File: config.mk
export PLATFORM = sky130hd
export DESIGN_NAME = sm3_arb_ctrl
export DESIGN_NICKNAME = d
export VERILOG_FILES = /design/src/rtl/sm3_arb_ctrl.sv
export SDC_FILE = /design/constraint.sdc
export NUM_CORES = 1
export LEC_CHECK = 0
export ABC_AREA = 1
export ABC_CLOCK_PERIOD_IN_PS = 3910
export BUFFER_PORTS_ARGS = -buffer_cell sky130_fd_sc_hd__buf_2
export CAP_MARGIN = 0
export CELL_PAD_IN_SITES_DETAIL_PLACEMENT = 2
export CELL_PAD_IN_SITES_GLOBAL_PLACEMENT = 2
export CORE_AREA = 2 2 361 363
export DETAILED_ROUTE_END_ITERATION = 10
export DIE_AREA = 0 0 363 365
export GPL_ROUTABILITY_DRIVEN = 0
export GPL_TIMING_DRIVEN = 0
export PLACE_DENSITY = 0.57
export SYNTH_ARGS = -nofsm -noshare
export SYNTH_HDL_FRONTEND = slang
export SYNTH_SLANG_ARGS = --single-unit
File: constraint.sdc
create_clock -name clk -period 3.91 [get_ports clk]
set_input_delay 0.391 -clock clk [delete_from_list [all_inputs] [get_ports clk]]
set_output_delay 0.391 -clock clk [all_outputs]
set_load 0.05 [all_outputs]
File: src/rtl/sm3_arb_ctrl.sv
// Two-requester arbiter/sequencer in front of a single 32-bit-input SM3 core.
// A grant spans a whole message plus its result handshake; re-arbitration happens only in IDLE.
module sm3_arb_ctrl #(
  parameter int unsigned INPT_DW = 32,
  parameter bit          FAIR_RR = 1'b1
) (
  input  logic                 clk,
  input  logic                 rst,

  input  logic [INPT_DW-1:0]   req0_d,
  input  logic [INPT_DW/8-1:0] req0_vld_byte,
  input  logic                 req0_vld,
  input  logic                 req0_lst,
  output logic                 req0_rdy,
  output logic [255:0]         req0_res,
  output logic                 req0_res_vld,
  input  logic                 req0_res_rdy,

  input  logic [INPT_DW-1:0]   req1_d,
  input  logic [INPT_DW/8-1:0] req1_vld_byte,
  input  logic                 req1_vld,
  input  logic                 req1_lst,
  output logic                 req1_rdy,
  output logic [255:0]         req1_res,
  output logic                 req1_res_vld,
  input  logic                 req1_res_rdy,

  output logic [INPT_DW-1:0]   core_msg_d,
  output logic [INPT_DW/8-1:0] core_msg_vld_byte,
  output logic                 core_msg_vld,
  output logic                 core_msg_lst,
  input  logic                 core_msg_rdy,
  input  logic [255:0]         core_res,
  input  logic                 core_res_vld,

  output logic                 busy,
  output logic                 gnt_id,
  output logic [31:0]          word_cnt,
  output logic                 err_spurious
);

  typedef enum logic [1:0] {StIdle, StXfer, StWaitRes, StOut} state_e;

  state_e       state_q, state_d;
  logic         gnt_q, gnt_d;
  logic         ptr_q, ptr_d;
  logic [255:0] res_q, res_d;
  logic [31:0]  word_cnt_q, word_cnt_d;
  logic         err_q, err_d;

  // Signals of whichever requester currently holds the grant
  logic [INPT_DW-1:0]   g_d;
  logic [INPT_DW/8-1:0] g_vld_byte;
  logic                 g_vld, g_lst, g_res_rdy;
  logic                 beat_acc;

  assign g_d        = gnt_q ? req1_d        : req0_d;
  assign g_vld_byte = gnt_q ? req1_vld_byte : req0_vld_byte;
  assign g_vld      = gnt_q ? req1_vld      : req0_vld;
  assign g_lst      = gnt_q ? req1_lst      : req0_lst;
  assign g_res_rdy  = gnt_q ? req1_res_rdy  : req0_res_rdy;
  assign beat_acc   = (state_q == StXfer) & g_vld & core_msg_rdy;

  always_ff @(posedge clk) begin
    if (rst) begin
      state_q    <= StIdle;
      gnt_q      <= 1'b0;
      ptr_q      <= 1'b0;
      res_q      <= '0;
      word_cnt_q <= '0;
      err_q      <= 1'b0;
    end else begin
      state_q    <= state_d;
      gnt_q      <= gnt_d;
      ptr_q      <= ptr_d;
      res_q      <= res_d;
      word_cnt_q <= word_cnt_d;
      err_q      <= err_d;
    end
  end

  always_comb begin
    state_d    = state_q;
    gnt_d      = gnt_q;
    ptr_d      = ptr_q;
    res_d      = res_q;
    word_cnt_d = word_cnt_q;
    // A result pulse is only meaningful while a message is outstanding
    err_d      = err_q | (core_res_vld & (state_q != StWaitRes));
    unique case (state_q)
      StIdle: begin
        if (req0_vld | req1_vld) begin
          if (req0_vld & req1_vld) gnt_d = FAIR_RR ? ptr_q : 1'b0;
          else                     gnt_d = req1_vld;
          word_cnt_d = '0;
          state_d    = StXfer;
        end
      end
      StXfer: begin
        if (beat_acc) begin
          if (word_cnt_q != '1) word_cnt_d = word_cnt_q + 32'd1;
          if (g_lst) state_d = StWaitRes;
        end
      end
      StWaitRes: begin
        if (core_res_vld) begin
          res_d   = core_res;
          state_d = StOut;
        end
      end
      StOut: begin
        if (g_res_rdy) begin
          ptr_d   = ~gnt_q;
          state_d = StIdle;
        end
      end
      default: state_d = StIdle;
    endcase
  end

  always_comb begin
    logic xfer, out;
    xfer              = (state_q == StXfer);
    out               = (state_q == StOut);
    core_msg_d        = xfer ? g_d        : '0;
    core_msg_vld_byte = xfer ? g_vld_byte : '0;
    core_msg_vld      = xfer & g_vld;
    core_msg_lst      = xfer & g_lst;
    req0_rdy          = xfer & ~gnt_q & core_msg_rdy;
    req1_rdy          = xfer &  gnt_q & core_msg_rdy;
    req0_res_vld      = out & ~gnt_q;
    req1_res_vld      = out &  gnt_q;
    req0_res          = res_q;
    req1_res          = res_q;
    busy              = (state_q != StIdle);
    gnt_id            = gnt_q;
    word_cnt          = word_cnt_q;
    err_spurious      = err_q;
  end

endmodule
==> impl_metrics.csv, run 1 <==
group,metric,value,unit
power_and_ir_drop,p_comb_share,51.4,%
synth,synth-seq-cells,293,
sta,max_freq,0.301,GHz
sta,period_share,85.0,%
grt,grt_pass1_wl,131,mm
floorplan,core_area,129000,µm²
grt,grt_max_degree,19,
clock_network,clk_latency,600,ps
clock_network,cts_buffer_depth,3,
synth,async_flop_share,0,%
drt,dr_total_vias,16900,
grt,use_met2,24.8,%
synth,avgSynthCellArea,7.00,µm²
sta,final-setup-viol-count,0,
synth,syn_area,13800,µm²
clock_network,cts_resized,0,
worst_hold_path,min_path_type,"in -> reg",
drt,drt_iter0_markers,631,
power_and_ir_drop,swShare,52.5,%
synth,synth_most_common_cell,"nor2_1",
place,dp_slack,122,ps
cells_and_area,drive_gt1_share,41.0,%
drt,dr.pass1.iters,4,
synth,synthDistinctLibCells,25,
sta,hold_ws,59.3,ps
synth,synth_top_flop_cell,"dfxtp_1",
clock_network,cts_buffers,41,
drt,drc,0,
place,dpl-instance-area,20500,µm²
power_and_ir_drop,power_switching,0.00864,W
worst_setup_path,worstPathRequired,3520,ps
cells_and_area,n_fill_cell,15600,
cells_and_area,final_cell_area,23000,µm²
worst_setup_path,crit_type,"reg -> out",
synth,synthTopCellsByArea,"dfxtp_1, nor2_1, buf_4, o21ai_0, nand2_1",
floorplan,die-area,132000,µm²
power_and_ir_drop,power_density,715,nW/µm²
drt,routed_wl,97.6,mm
worst_setup_path,worstSetupEndpointType,"primary output",
power_and_ir_drop,total_power,0.0165,W
synth,synth_top_area_cell,"dfxtp_1",
floorplan,rows,132,
synth,synthCells,1971,
sta,fin_worst_skew,27.0,ps
grt,antenna_found_initial,18,
grt,grt_busiest_layer,"met2",
clock_network,clockRootBuffer,"clkbuf_16",
sta,tightest_slew,1210,ps
power_and_ir_drop,p_int,0.00783,W
job,cap_viol_max_count,0,
drt,vias_per_cell,3.54,
grt,grt-ovfl-total,0,
sta,finalMaxSlewViolations,0,
power_and_ir_drop,pwr-share-seq,25.6,%
power_and_ir_drop,irDropWorstVdd,0.246,mV
worst_setup_path,crit_fanout,10,
synth,yosysSeqAreaShare,42.5,%
clock_network,cts_setup_buffers,0,
sta,final.setup.tns,0,ps
place,io_buffers,925,
run_status,outcome,"finished clean",
floorplan,die_h,365,µm
power_and_ir_drop,pwr-share-clk,23.1,%
sta,rsz0062_at_grt,"no",
worst_setup_path,worstPathArrival,2930,ps
synth,ys_warn_count,0,
worst_setup_path,cp-start-kind,"register",
clock_network,clkSinkCount,293,
grt,gr-usage-met3,4.34,%
cells_and_area,area_delta_synth_final,67.0,%
synth,netlist_top_cells_count,"nor2_1, dfxtp_1, o21ai_0, buf_4, nand2_1",
synth,synth_nets,2315,
sta,setup_slack,587,ps
place,dp_hpwl,81.7,mm
synth,synth_edf_count,0,
clock_network,htreeDepth,2,
clock_network,clk_pin_slew_worst_paths,60,ps
sta,hold_violations,0,
clock_network,cts_tree,"yes",
power_and_ir_drop,leakagePower,11.6,nW
grt,grtUsageTotal,13.9,%
sta,slew_headroom,19.1,%
floorplan,io_pins,927,
floorplan,start_util,10.7,%
synth,synth_top_area_share,42.5,%
drt,wl_per_cell,20.5,µm
drt,ant_nets,0,
grt,grt_pass1_vias,17300,
grt,gr-usage-met1,16.3,%
floorplan,die_w,363,µm
sta,final.min_clock_period,3320,ps
cells_and_area,final_nets,3401,
[sequential cells by signal, indices dropped and copies added, names as in the netlist]
register / cells
gnt_id: 1
word_cnt: 32
state_q: 2
err_spurious: 1
ptr_q: 1
req0_res: 256
[area by class of cell]
class / instances / area [µm²] / area share, %
antenna: 6 / 15.0 / 0.0652
buffer: 366 / 2360 / 10.2
clock buffer: 64 / 1210 / 5.26
clock inverter: 10 / 97.6 / 0.424
inverter: 77 / 289 / 1.25
multi-input combinational: 1234 / 5290 / 22.9
sequential: 293 / 5870 / 25.5
tap: 1675 / 2100 / 9.09
timing repair buffer: 1044 / 5830 / 25.3
[path summary, 6_finish.rpt]
check / startpoint / to / slack [ps] / cells past startpoint
worst max-delay path: gnt_id / core_msg_d[29] / 590 / 7
worst min-delay path: core_res[120] / req0_res[120] / 60 / 3
worst max register to register: state_q[0] / req0_res[222] / 600 / 8
worst min register to register: ptr_q / ptr_q / 480 / 2
[worst max-delay path, stage by stage (launching register included)]
cell	delay [ps]
dfxtp_1	310
buf_2	170
inv_2	80
clkbuf_1	410
clkbuf_1	530
nand2_1	110
a21oi_1	400
buf_2	350
[through the flow]
stage                     cells  utilization [%]
after floorplan            1971                -
after global placement     4571             16.0
after detailed placement   4572             16.0
after CTS                  4763             17.9
after global routing       4766             17.9
final                      4769             17.9
[routing by layer]
metal  share of wire (%)  wire length, µm  up-vias
li1                    -                -     8138
met4                 1.7             1680       16
met5                0.10              102        -
met3                 8.0             7760       91
met1                  40            39400     8081
met2                  50            48700      534
[logic make-up after synthesis]
family | count (synthesis) | share of synthesized area, %
AOI/OAI and AO/OA | 339 | 12.5
adders and majority gates | 6 | 0.544
DFF | 293 | 42.5
buffers and inverters | 444 | 19.2
and+or+nand+nor | 889 | 25.2
[cells in the final DEF, fill, tap and decap left out, types with 2 or more instances in the layout]
cell           instances
nor2_1               596
buf_4                257
clkbuf_16             41
nor2_2                 6
ha_1                   6
a21oi_1               63
dfxtp_1              293
inv_6                  2
o21ai_0              264
nand4_1               15
buf_1                  7
diode_2                6
nand2_1              231
inv_2                  2
buf_6                  2
nand2_2                3
clkbuf_1             110
buf_2                928
o21bai_1               8
nand3_1               30
dlygate4sd3_1        118
a21oi_2                3
inv_1                 75
nor3_1                 4
clkinv_2               6
clkbuf_8              10
[power by group through the flow]
stage                     sequential [W]  combinational, W  clock [W]
after global routing             0.00429           0.00902    0.00409
after floorplan                  0.00579           0.00427          0
after detailed placement         0.00429           0.00850          0
final                            0.00421           0.00846    0.00380
after global placement           0.00428           0.00843          0
after CTS                        0.00423           0.00861    0.00400
[timing repair]
action	in CTS	in global routing
hold buffers	118	0
setup endpoints to repair	1	0
hold endpoints to repair	118	0
(Power assumes the default switching activity.)
==> run 2, diff against run 1 <==
==> config.mk (replaced) <==
export PLATFORM = sky130hd
export DESIGN_NAME = sm3_arb_ctrl
export DESIGN_NICKNAME = d
export VERILOG_FILES = /design/src/rtl/sm3_arb_ctrl.sv
export SDC_FILE = /design/constraint.sdc
export NUM_CORES = 1
export LEC_CHECK = 0
export ABC_AREA = 1
export ABC_CLOCK_PERIOD_IN_PS = 3100
export BUFFER_PORTS_ARGS = -buffer_cell sky130_fd_sc_hd__buf_2
export CAP_MARGIN = 0
export CELL_PAD_IN_SITES_DETAIL_PLACEMENT = 2
export CELL_PAD_IN_SITES_GLOBAL_PLACEMENT = 2
export CORE_AREA = 2 2 357 359
export DETAILED_ROUTE_END_ITERATION = 10
export DIE_AREA = 0 0 359 361
export GPL_ROUTABILITY_DRIVEN = 0
export GPL_TIMING_DRIVEN = 0
export PLACE_DENSITY = 0.58
export SYNTH_ARGS = -nofsm -noshare
export SYNTH_HDL_FRONTEND = slang
export SYNTH_SLANG_ARGS = --single-unit
==> constraint.sdc (replaced) <==
create_clock -name clk -period 3.1 [get_ports clk]
set_input_delay 0.31 -clock clk [delete_from_list [all_inputs] [get_ports clk]]
set_output_delay 0.31 -clock clk [all_outputs]
set_load 0.05 [all_outputs]
==> run 2 against run 1 <==
Effect of this change: register-to-register slack lost 240 ps; final area grew 5.3%; non-clock buffer count grew 128; core utilization grew 1.4 points; highest routed layer unchanged; clock power grew 20%; first-iteration DRC count shrank 4.9%; die area shrank 2.2%; worst hold slack lost 19 ps; critical path depth is the same; largest cell class unchanged.
==> impl_metrics.csv, run 2 (synthesized netlist as in run 1, its figures left out) <==
group,metric,value,unit
worst_setup_path,worstSetupEndpointType,"primary output",
sta,slew_headroom,26.3,%
place,io_buffers,925,
sta,rsz0062_at_grt,"no",
cells_and_area,final_nets,3529,
job,cap_viol_max_count,0,
sta,hold_violations,0,
clock_network,clkSinkCount,293,
worst_hold_path,min_path_type,"in -> reg",
sta,hold_ws,40.1,ps
floorplan,rows,130,
drt,routed_wl,96.4,mm
clock_network,cts_buffer_depth,3,
place,dp.cells,4546,
floorplan,die-area,130000,µm²
place,dp_hpwl,79.7,mm
floorplan,die_h,361,µm
drt,vias_per_cell,3.58,
sta,setup_slack,224,ps
sta,period_share,92.8,%
sta,final.min_clock_period,2880,ps
cells_and_area,n_fill_cell,15100,
cells_and_area,largest_reg_flops,256,
grt,grt_max_degree,12,
cells_and_area,layout_commonest_cell,"buf_2",
clock_network,cts_setup_buffers,0,
power_and_ir_drop,power_density,851,nW/µm²
power_and_ir_drop,leakagePower,12.1,nW
worst_setup_path,worstPathRequired,2790,ps
grt,grt_pass1_wl,136,mm
floorplan,core_area,125000,µm²
cells_and_area,final_util,19.3,%
drt,dr_total_vias,17400,
clock_network,cts_tree,"yes",
drt,drc,0,
grt,antenna_found_initial,25,
drt,dr.pass1.iters,4,
clock_network,clk_latency,600,ps
place,dp_slack,-596,ps
clock_network,htreeDepth,2,
clock_network,cts_buffers,41,
cells_and_area,area_delta_synth_final,75.8,%
cells_and_area,mostFrequentLayoutCells,"buf_2, nor2_1, dfxtp_1",
floorplan,die_w,359,µm
drt,drt_iter0_markers,600,
power_and_ir_drop,total_power,0.0206,W
floorplan,io_pins,927,
grt,grtUsageTotal,14.4,%
worst_setup_path,crit_fanout,10,
grt,grt-ovfl-total,0,
worst_setup_path,crit_type,"reg -> out",
worst_setup_path,worstPathArrival,2570,ps
clock_network,clk_pin_slew_worst_paths,50,ps
power_and_ir_drop,irDropWorstVdd,0.319,mV
drt,ant_nets,0,
grt,grt_pass1_vias,18700,
sta,finalMaxSlewViolations,0,
cells_and_area,multiInputGateArea,5290,µm²
sta,tightest_slew,1110,ps
worst_setup_path,cp-start-kind,"register",
floorplan,start_util,11.0,%
cells_and_area,stdcell_count,4874,
sta,final-setup-viol-count,0,
cells_and_area,drive_gt1_share,39.7,%
sta,max_freq,0.348,GHz
clock_network,clockRootBuffer,"clkbuf_16",
cells_and_area,ff_latch_area,5870,µm²
sta,fin_worst_skew,24.2,ps
run_status,outcome,"finished clean",
drt,wl_per_cell,19.8,µm
[run 2: cell count changes in the layout (fill, tap and decap cells not counted), moves of 4 or more]
cell           before  now
buf_1               7    3
clkbuf_1          110  100
clkbuf_2            0   10
clkbuf_8           10    4
diode_2             6   12
dlygate4sd3_1     118  247
[run 2: area by class of cell]
class | instances | share of cell area [%]
Antenna cell | 12 | 0.124
Buffer | 366 | 9.80
Clock buffer | 58 | 4.66
Clock inverter | 12 | 0.459
Inverter | 77 | 1.20
Multi-Input combinational cell | 1234 | 21.8
Sequential cell | 293 | 24.2
Tap cell | 1650 | 8.51
Timing Repair Buffer | 1172 | 29.3
[run 2: timing repair]
| item | 4_1_cts | 5_1_grt |
|---|---|---|
| endpoints found under the hold margin | 247 | 0 |
| hold buffers | 247 | 0 |
| resized for setup | 13 | 8 |
| endpoints found under the setup margin | 230 | 17 |
[run 2: where the power goes]
part	switching [W]	internal, W
clock network	0.00195	0.00261
logic	0.00807	0.00276
registers	0.000780	0.00446
total	0.0108	0.00984
[run 2: through the flow]
stage / cell area, µm² / TNS (ps)
after global placement: 20500 / -18000
final: 24300 / 0
after floorplan: 13800 / 0
after CTS: 24200 / 0
after global routing: 24200 / 0
after detailed placement: 20500 / -33770
[run 2: worst paths after layout]
kind                       from       endpoint  slack [ps]  cells past startpoint
setup / recovery     state_q[1]  core_msg_d[8]         220                      7
hold / removal    core_res[128]  req0_res[128]          40                      3
setup reg to reg     state_q[0]  req0_res[175]         360                      8
hold reg to reg    err_spurious   err_spurious         490                      2
[run 2: routing by layer]
| layer | track usage [%] | up-vias | share of wire, % |
|---|---|---|---|
| met1 | 16.8 | 8306 | 41 |
| met4 | 5.81 | 14 | 4.0 |
| met5 | 0 | - | 0.095 |
| met2 | 24.8 | 572 | 48 |
| met3 | 4.02 | 127 | 6.8 |
| li1 | - | 8409 | - |
[run 2: worst max-delay path, stage by stage (launching register included)]
cell      delay, ps
dfxtp_1         340
inv_1           110
ha_1            350
inv_4           160
clkbuf_4        260
buf_2           230
a21oi_1         220
buf_2           310
